### src/rtl/prince_iter_core.sv
// Iterative PRINCE encrypt/decrypt core: one forward, middle or inverse round per clock,
// with key whitening, round constants and alpha-reflection for decryption.
module prince_iter_core #(
  parameter logic [63:0] ALPHA = 64'hc0ac29b7c97c50dd
) (
  input  logic         clk,
  input  logic         rst_n,
  input  logic         start,
  input  logic         decrypt,
  input  logic [63:0]  din,
  input  logic [127:0] key,
  output logic         busy,
  output logic         done,
  output logic [63:0]  dout
);

  typedef enum logic [2:0] {IDLE, FWD, MID, INV, FIN} fsm_t;

  fsm_t        r_fsm, w_fsm_nxt;
  logic [63:0] r_state, r_kw_out, r_kc, r_dout;
  logic [3:0]  r_ctr;
  logic        r_busy, r_done;

  logic [63:0] w_k0, w_k1, w_k0p, w_kw_in, w_kw_out_in, w_kc_in;
  logic [63:0] w_rc, w_rk, w_sx, w_msx, w_fwd, w_mid, w_iround;
  logic [63:0] w_state_d;
  logic [3:0]  w_ctr_d;
  logic        w_load, w_fin;

  function automatic logic [3:0] sbox(input logic [3:0] x);
    case (x)
      4'h0: sbox = 4'hb;  4'h1: sbox = 4'hf;  4'h2: sbox = 4'h3;  4'h3: sbox = 4'h2;
      4'h4: sbox = 4'ha;  4'h5: sbox = 4'hc;  4'h6: sbox = 4'h9;  4'h7: sbox = 4'h1;
      4'h8: sbox = 4'h6;  4'h9: sbox = 4'h7;  4'ha: sbox = 4'h8;  4'hb: sbox = 4'h0;
      4'hc: sbox = 4'he;  4'hd: sbox = 4'h5;  4'he: sbox = 4'hd;  default: sbox = 4'h4;
    endcase
  endfunction

  function automatic logic [3:0] sbox_inv(input logic [3:0] x);
    case (x)
      4'h0: sbox_inv = 4'hb;  4'h1: sbox_inv = 4'h7;  4'h2: sbox_inv = 4'h3;  4'h3: sbox_inv = 4'h2;
      4'h4: sbox_inv = 4'hf;  4'h5: sbox_inv = 4'hd;  4'h6: sbox_inv = 4'h8;  4'h7: sbox_inv = 4'h9;
      4'h8: sbox_inv = 4'ha;  4'h9: sbox_inv = 4'h6;  4'ha: sbox_inv = 4'h4;  4'hb: sbox_inv = 4'h0;
      4'hc: sbox_inv = 4'h5;  4'hd: sbox_inv = 4'he;  4'he: sbox_inv = 4'hc;  default: sbox_inv = 4'h1;
    endcase
  endfunction

  function automatic logic [63:0] s_layer(input logic [63:0] x, input logic inv);
    logic [63:0] y;
    y = '0;
    for (int unsigned i = 0; i < 16; i++)
      y[4*i +: 4] = inv ? sbox_inv(x[4*i +: 4]) : sbox(x[4*i +: 4]);
    return y;
  endfunction

  // 16-bit M-hat block, MSB-first rows/columns: block (r,c) is M_k, k=(r+c+sel)%4,
  // and M_k is the 4x4 identity with its k-th diagonal bit cleared.
  function automatic logic [15:0] m_hat(input logic [15:0] x, input logic sel);
    logic [15:0] y;
    y = '0;
    for (int unsigned r = 0; r < 4; r++)
      for (int unsigned b = 0; b < 4; b++)
        for (int unsigned c = 0; c < 4; c++)
          if (((r + c + {31'b0, sel}) % 4) != b)
            y[15 - (4*r + b)] = y[15 - (4*r + b)] ^ x[15 - (4*c + b)];
    return y;
  endfunction

  function automatic logic [63:0] m_prime(input logic [63:0] x);
    return {m_hat(x[63:48], 1'b0), m_hat(x[47:32], 1'b1),
            m_hat(x[31:16], 1'b1), m_hat(x[15:0],  1'b0)};
  endfunction

  // Nibble 0 is the most significant; output nibble i takes input nibble 5*i mod 16.
  function automatic logic [63:0] shift_rows(input logic [63:0] x, input logic inv);
    logic [63:0] y;
    int unsigned j;
    y = '0;
    for (int unsigned i = 0; i < 16; i++) begin
      j = (5 * i) % 16;
      if (inv) y[63 - 4*j -: 4] = x[63 - 4*i -: 4];
      else     y[63 - 4*i -: 4] = x[63 - 4*j -: 4];
    end
    return y;
  endfunction

  function automatic logic [63:0] rc(input logic [3:0] idx);
    case (idx)
      4'd1:    rc = 64'h13198a2e03707344;
      4'd2:    rc = 64'ha4093822299f31d0;
      4'd3:    rc = 64'h082efa98ec4e6c89;
      4'd4:    rc = 64'h452821e638d01377;
      4'd5:    rc = 64'hbe5466cf34e90c6c;
      4'd6:    rc = 64'h7ef84f78fd955cb1;
      4'd7:    rc = 64'h85840851f1ac43aa;
      4'd8:    rc = 64'hc882d32f25323c54;
      4'd9:    rc = 64'h64a51195e0e3610d;
      4'd10:   rc = 64'hd3b5a399ca0c2399;
      4'd11:   rc = 64'hc0ac29b7c97c50dd;
      default: rc = 64'h0000000000000000;
    endcase
  endfunction

  assign w_k0        = key[127:64];
  assign w_k1        = key[63:0];
  assign w_k0p       = {w_k0[0], w_k0[63:1]} ^ {63'b0, w_k0[63]};
  assign w_kw_in     = decrypt ? w_k0p : w_k0;
  assign w_kw_out_in = decrypt ? w_k0  : w_k0p;
  assign w_kc_in     = decrypt ? (w_k1 ^ ALPHA) : w_k1;

  // Forward and middle rounds share S and M' of the current state.
  assign w_rc     = rc(r_ctr);
  assign w_rk     = r_kc ^ w_rc;
  assign w_sx     = s_layer(r_state, 1'b0);
  assign w_msx    = m_prime(w_sx);
  assign w_fwd    = shift_rows(w_msx, 1'b0) ^ w_rk;
  assign w_mid    = s_layer(w_msx, 1'b1);
  assign w_iround = s_layer(m_prime(shift_rows(r_state ^ w_rk, 1'b1)), 1'b1);

  always_ff @(posedge clk or negedge rst_n) begin
    if (!rst_n) r_fsm <= IDLE;
    else        r_fsm <= w_fsm_nxt;
  end

  always_comb begin
    w_fsm_nxt = r_fsm;
    case (r_fsm)
      IDLE:    if (start) w_fsm_nxt = FWD;
      FWD:     if (r_ctr == 4'd5) w_fsm_nxt = MID;
      MID:     w_fsm_nxt = INV;
      INV:     if (r_ctr == 4'd10) w_fsm_nxt = FIN;
      FIN:     w_fsm_nxt = IDLE;
      default: w_fsm_nxt = IDLE;
    endcase
  end

  always_comb begin
    w_state_d = r_state;
    w_ctr_d   = r_ctr;
    w_load    = 1'b0;
    w_fin     = 1'b0;
    case (r_fsm)
      IDLE: if (start) begin
        w_state_d = din ^ w_kw_in ^ w_kc_in;  // RC0 is zero
        w_ctr_d   = 4'd1;
        w_load    = 1'b1;
      end
      FWD: begin
        w_state_d = w_fwd;
        w_ctr_d   = r_ctr + 4'd1;
      end
      MID: begin
        w_state_d = w_mid;
        w_ctr_d   = 4'd6;
      end
      INV: begin
        w_state_d = w_iround;
        w_ctr_d   = (r_ctr == 4'd10) ? 4'd0 : r_ctr + 4'd1;
      end
      FIN: begin
        w_fin   = 1'b1;
        w_ctr_d = 4'd0;
      end
      default: ;
    endcase
  end

  always_ff @(posedge clk or negedge rst_n) begin
    if (!rst_n) begin
      r_state  <= '0;
      r_ctr    <= '0;
      r_kw_out <= '0;
      r_kc     <= '0;
      r_dout   <= '0;
      r_done   <= 1'b0;
      r_busy   <= 1'b0;
    end else begin
      r_state <= w_state_d;
      r_ctr   <= w_ctr_d;
      r_done  <= w_fin;
      r_busy  <= (w_fsm_nxt != IDLE);
      if (w_load) begin
        r_kw_out <= w_kw_out_in;
        r_kc     <= w_kc_in;
      end
      if (w_fin) r_dout <= r_state ^ r_kc ^ ALPHA ^ r_kw_out;
    end
  end

  assign busy = r_busy;
  assign done = r_done;
  assign dout = r_dout;

endmodule

### config.mk
export PLATFORM = sky130hd
export DESIGN_NAME = prince_iter_core
export DESIGN_NICKNAME = d
export VERILOG_FILES = /design/src/rtl/prince_iter_core.sv
export SDC_FILE = /design/constraint.sdc
export NUM_CORES = 1
export LEC_CHECK = 0
export BUFFER_PORTS_ARGS = -buffer_cell sky130_fd_sc_hd__clkbuf_2
export CAP_MARGIN = 25
export CORE_ASPECT_RATIO = 0.6
export CORE_UTILIZATION = 23
export CTS_CLUSTER_SIZE = 28
export DETAILED_ROUTE_END_ITERATION = 8
export MAX_ROUTING_LAYER = met4
export REMOVE_ABC_BUFFERS = 1
export SLEW_MARGIN = 20
export SYNTH_ARGS = -nofsm -noshare
export SYNTH_HDL_FRONTEND = slang
export SYNTH_SLANG_ARGS = --single-unit
### constraint.sdc
create_clock -name clk -period 3.7 [get_ports clk]
set_input_delay 0.185 -clock clk [delete_from_list [all_inputs] [get_ports clk]]
set_output_delay 0.185 -clock clk [all_outputs]
set_load 0.02 [all_outputs]
==> reports/qor.yml <==
clk_root_buffer_cell: "clkbuf_16"
drv_cap: 0
cts.sinks: 265
worstSetupStartpointType: "flip-flop"
fin_nets: 3802
die_h_um: 259.6
grt_use_total_pct: 18.69
drive_gt1_share_pct: 19.16
worst-path-buf-inv: 1
fin_cells: 4949
grt_pass1_vias: 21870
die_w_um: 431.3
maxSlewViolCount: 0
cts_tree: "yes"
skew_ns: 0.01856
synth_top_area_share_pct: 26.07
dp.final_hpwl_um: 82680
synthCells: 2918
ys_ff_latch: 265
ioPinCount: 262
crit_path_end_kind: "flip-flop"
violations: "hold timing"
final.min_clock_period_ns: 3.601
core_um2: 109600
period_share_pct: 97.31
path_clk_slew_ns: 0.07
synthTopCellsByArea: "dfrtp_1, xnor2_1, ha_1"
multiInputGateArea_um2: 17660
drc: 0
antenna_left: 0
gp_congestion: 0.9763
syn2layout_area_growth_pct: 27.53
seq_area_um2: 6631
drtPass1Iterations: 8
yosysWarnings: 0
hold_class: "input pin to flip-flop"
dp.cells: 4759
rows: 94
port_buffers: 261
worst_pin_slew_ns: 1.028
vias: 23340
seq_area_frac_synth_pct: 26.07
final_hold_viol_count: 1
synth_edf_count: 0
grt_pass1_wl_um: 149600
crit_chain: "inv_1 > ha_1 > mux4_2 > xnor2_1 > xnor2_1 > ha_1 > mux4_2 > o221ai_1 > a22o_1"
path_delay_family: "multiplexers"
worstPathMaxFanout: 10
setup_viol: 0
rsz0062_at_grt: "yes"
synth_ff_type: "dfrtp_1"
drt_iter0_markers: 2171
start_util_pct: 23.20
wirelength_um: 104200
viasPerCell: 4.717
grt_start_max_net_pins: 90
syn_area_um2: 25430
clockBufferDepth: 3
hold-worst-slack_ns: -0.01066
synthArstFlopShare_pct: 100.0
cp.required_ns: 4.22
final_cell_mix: "xnor2_1, a21oi_1, dfrtp_1"
final.fill_count: 11680
cts_buffers: 35
fmax_mhz: 277.7
htreeDepth: 2
synth_largest_area_cell: "dfrtp_1"
cpPeakStageDelay_ns: 0.68
antenna_found_initial: 0
insertion_delay_ns: 0.59
final_common_cell: "xnor2_1"
critPathSlowestCell: "xnor2_1"
status: "complete, but fails checks"
cp.arrival_ns: 4.12
ys_types: 85
wl_per_cell_um: 21.06
overflow: 0
slew_headroom_pct: 31.46
die-area_um2: 112000
critPathKind: "flip-flop to flip-flop"
syn_area_per_cell_um2: 8.716
==> metal layers <==
metal / share of wire, % / global-route usage (%)
met5: 0 / -
met4: 2.1 / 4.108
met3: 10 / 4.678
met2: 40 / 25.37
met1: 48 / 27.28
==> path summary, 6_finish.rpt <==
kind,slack (ns),startpoint,to,cells past startpoint
min reg2reg,0.48,dout[54]$_DFFE_PN0P_,dout[54]$_DFFE_PN0P_,2
max reg2reg,0.1,r_state[13]$_DFFE_PN0P_,r_state[10]$_DFFE_PN0P_,9
max,0.1,r_state[13]$_DFFE_PN0P_,r_state[10]$_DFFE_PN0P_,9
min in group asynchronous,0.27,rst_n,dout[3]$_DFFE_PN0P_,2
max in group asynchronous,2.51,rst_n,r_kw_out[44]$_DFFE_PN0P_,3
min,-0.01,key[6],r_kc[6]$_DFFE_PN0P_,3
==> per-stage QoR <==
step	utilization [%]	cell area [µm²]	setup slack, ns	setup TNS, ns
floorplan	-	24880	-6.205	-902.05
global placement	27.30	29930	0.01989	0
detailed placement	27.30	29930	0.03132	0
CTS	29.55	32390	0.08179	0
global route	29.59	32430	-0.02350	-0.02350
finish	29.59	32430	0.09940	0
==> worst register-to-register path: cells and delay by family, from the launching register on <==
kind            cells  cell delay (ns)
compound gates      2             0.33
xor+xnor            2             0.87
fa+ha+maj           2             0.67
buf+inv             1             0.14
flops               1             0.55
mux                 2             0.99
==> cell usage after synthesis, drive strengths merged, types with 4 or more instances <==
cell / number
a2111oi: 7
a211o: 5
a211oi: 15
a21oi: 269
a221oi: 15
a311oi: 6
a31oi: 41
and2: 7
and3: 4
buf: 38
clkbuf: 96
dfrtp: 265
ha: 170
inv: 179
mux2: 21
mux2i: 52
mux4: 28
nand2: 252
nand2b: 24
nand3: 18
nand3b: 21
nor2: 167
nor2b: 50
nor3: 32
nor3b: 8
nor4: 5
o2111ai: 9
o211ai: 17
o21a: 5
o21ai: 226
o21bai: 5
o221ai: 12
o22ai: 80
o2bb2ai: 4
o311ai: 7
o31ai: 11
or2: 4
or3: 7
xnor2: 460
xnor3: 17
xor2: 221
xor3: 8
==> timing repair <==
action,4_1_cts,5_1_grt
hold buffers,127,0
pin swaps,0,1
hold endpoints to repair,205,0
endpoints found under the setup margin,1,5
setup buffers,0,1
gates cloned,0,0
gates resized for setup,1,6
==> cell families after synthesis <==
| logic type | count (synthesis) | share of synthesized area [%] |
|---|---|---|
| buf+inv | 314 | 4.841 |
| simple gates | 608 | 11.00 |
| mux | 101 | 5.505 |
| fa+ha+maj | 170 | 8.364 |
| xor+xnor | 706 | 26.43 |
| compound gates | 754 | 17.79 |
| flops | 265 | 26.07 |
==> state kept, by name (all words and copies together) (netlist names) <==
register  count
r_ctr         4
r_fsm         3
done          1
dout         64
r_state      64
r_kc         64
r_kw_out     64
busy          1
==> layout make-up <==
| type | instances | area share, % |
|---|---|---|
| timing repair buffer | 615 | 13.64 |
| tap | 1488 | 5.740 |
| clock buffer | 45 | 3.102 |
| antenna | 1 | 0.007715 |
| clock inverter | 16 | 0.5362 |
| sequential | 265 | 20.45 |
| multi-input combinational | 2339 | 54.44 |
| inverter | 180 | 2.083 |
Power is left out: the tool's default activity adds up to more than one toggle a clock period on the data nets, which glitch-free logic cannot reach.
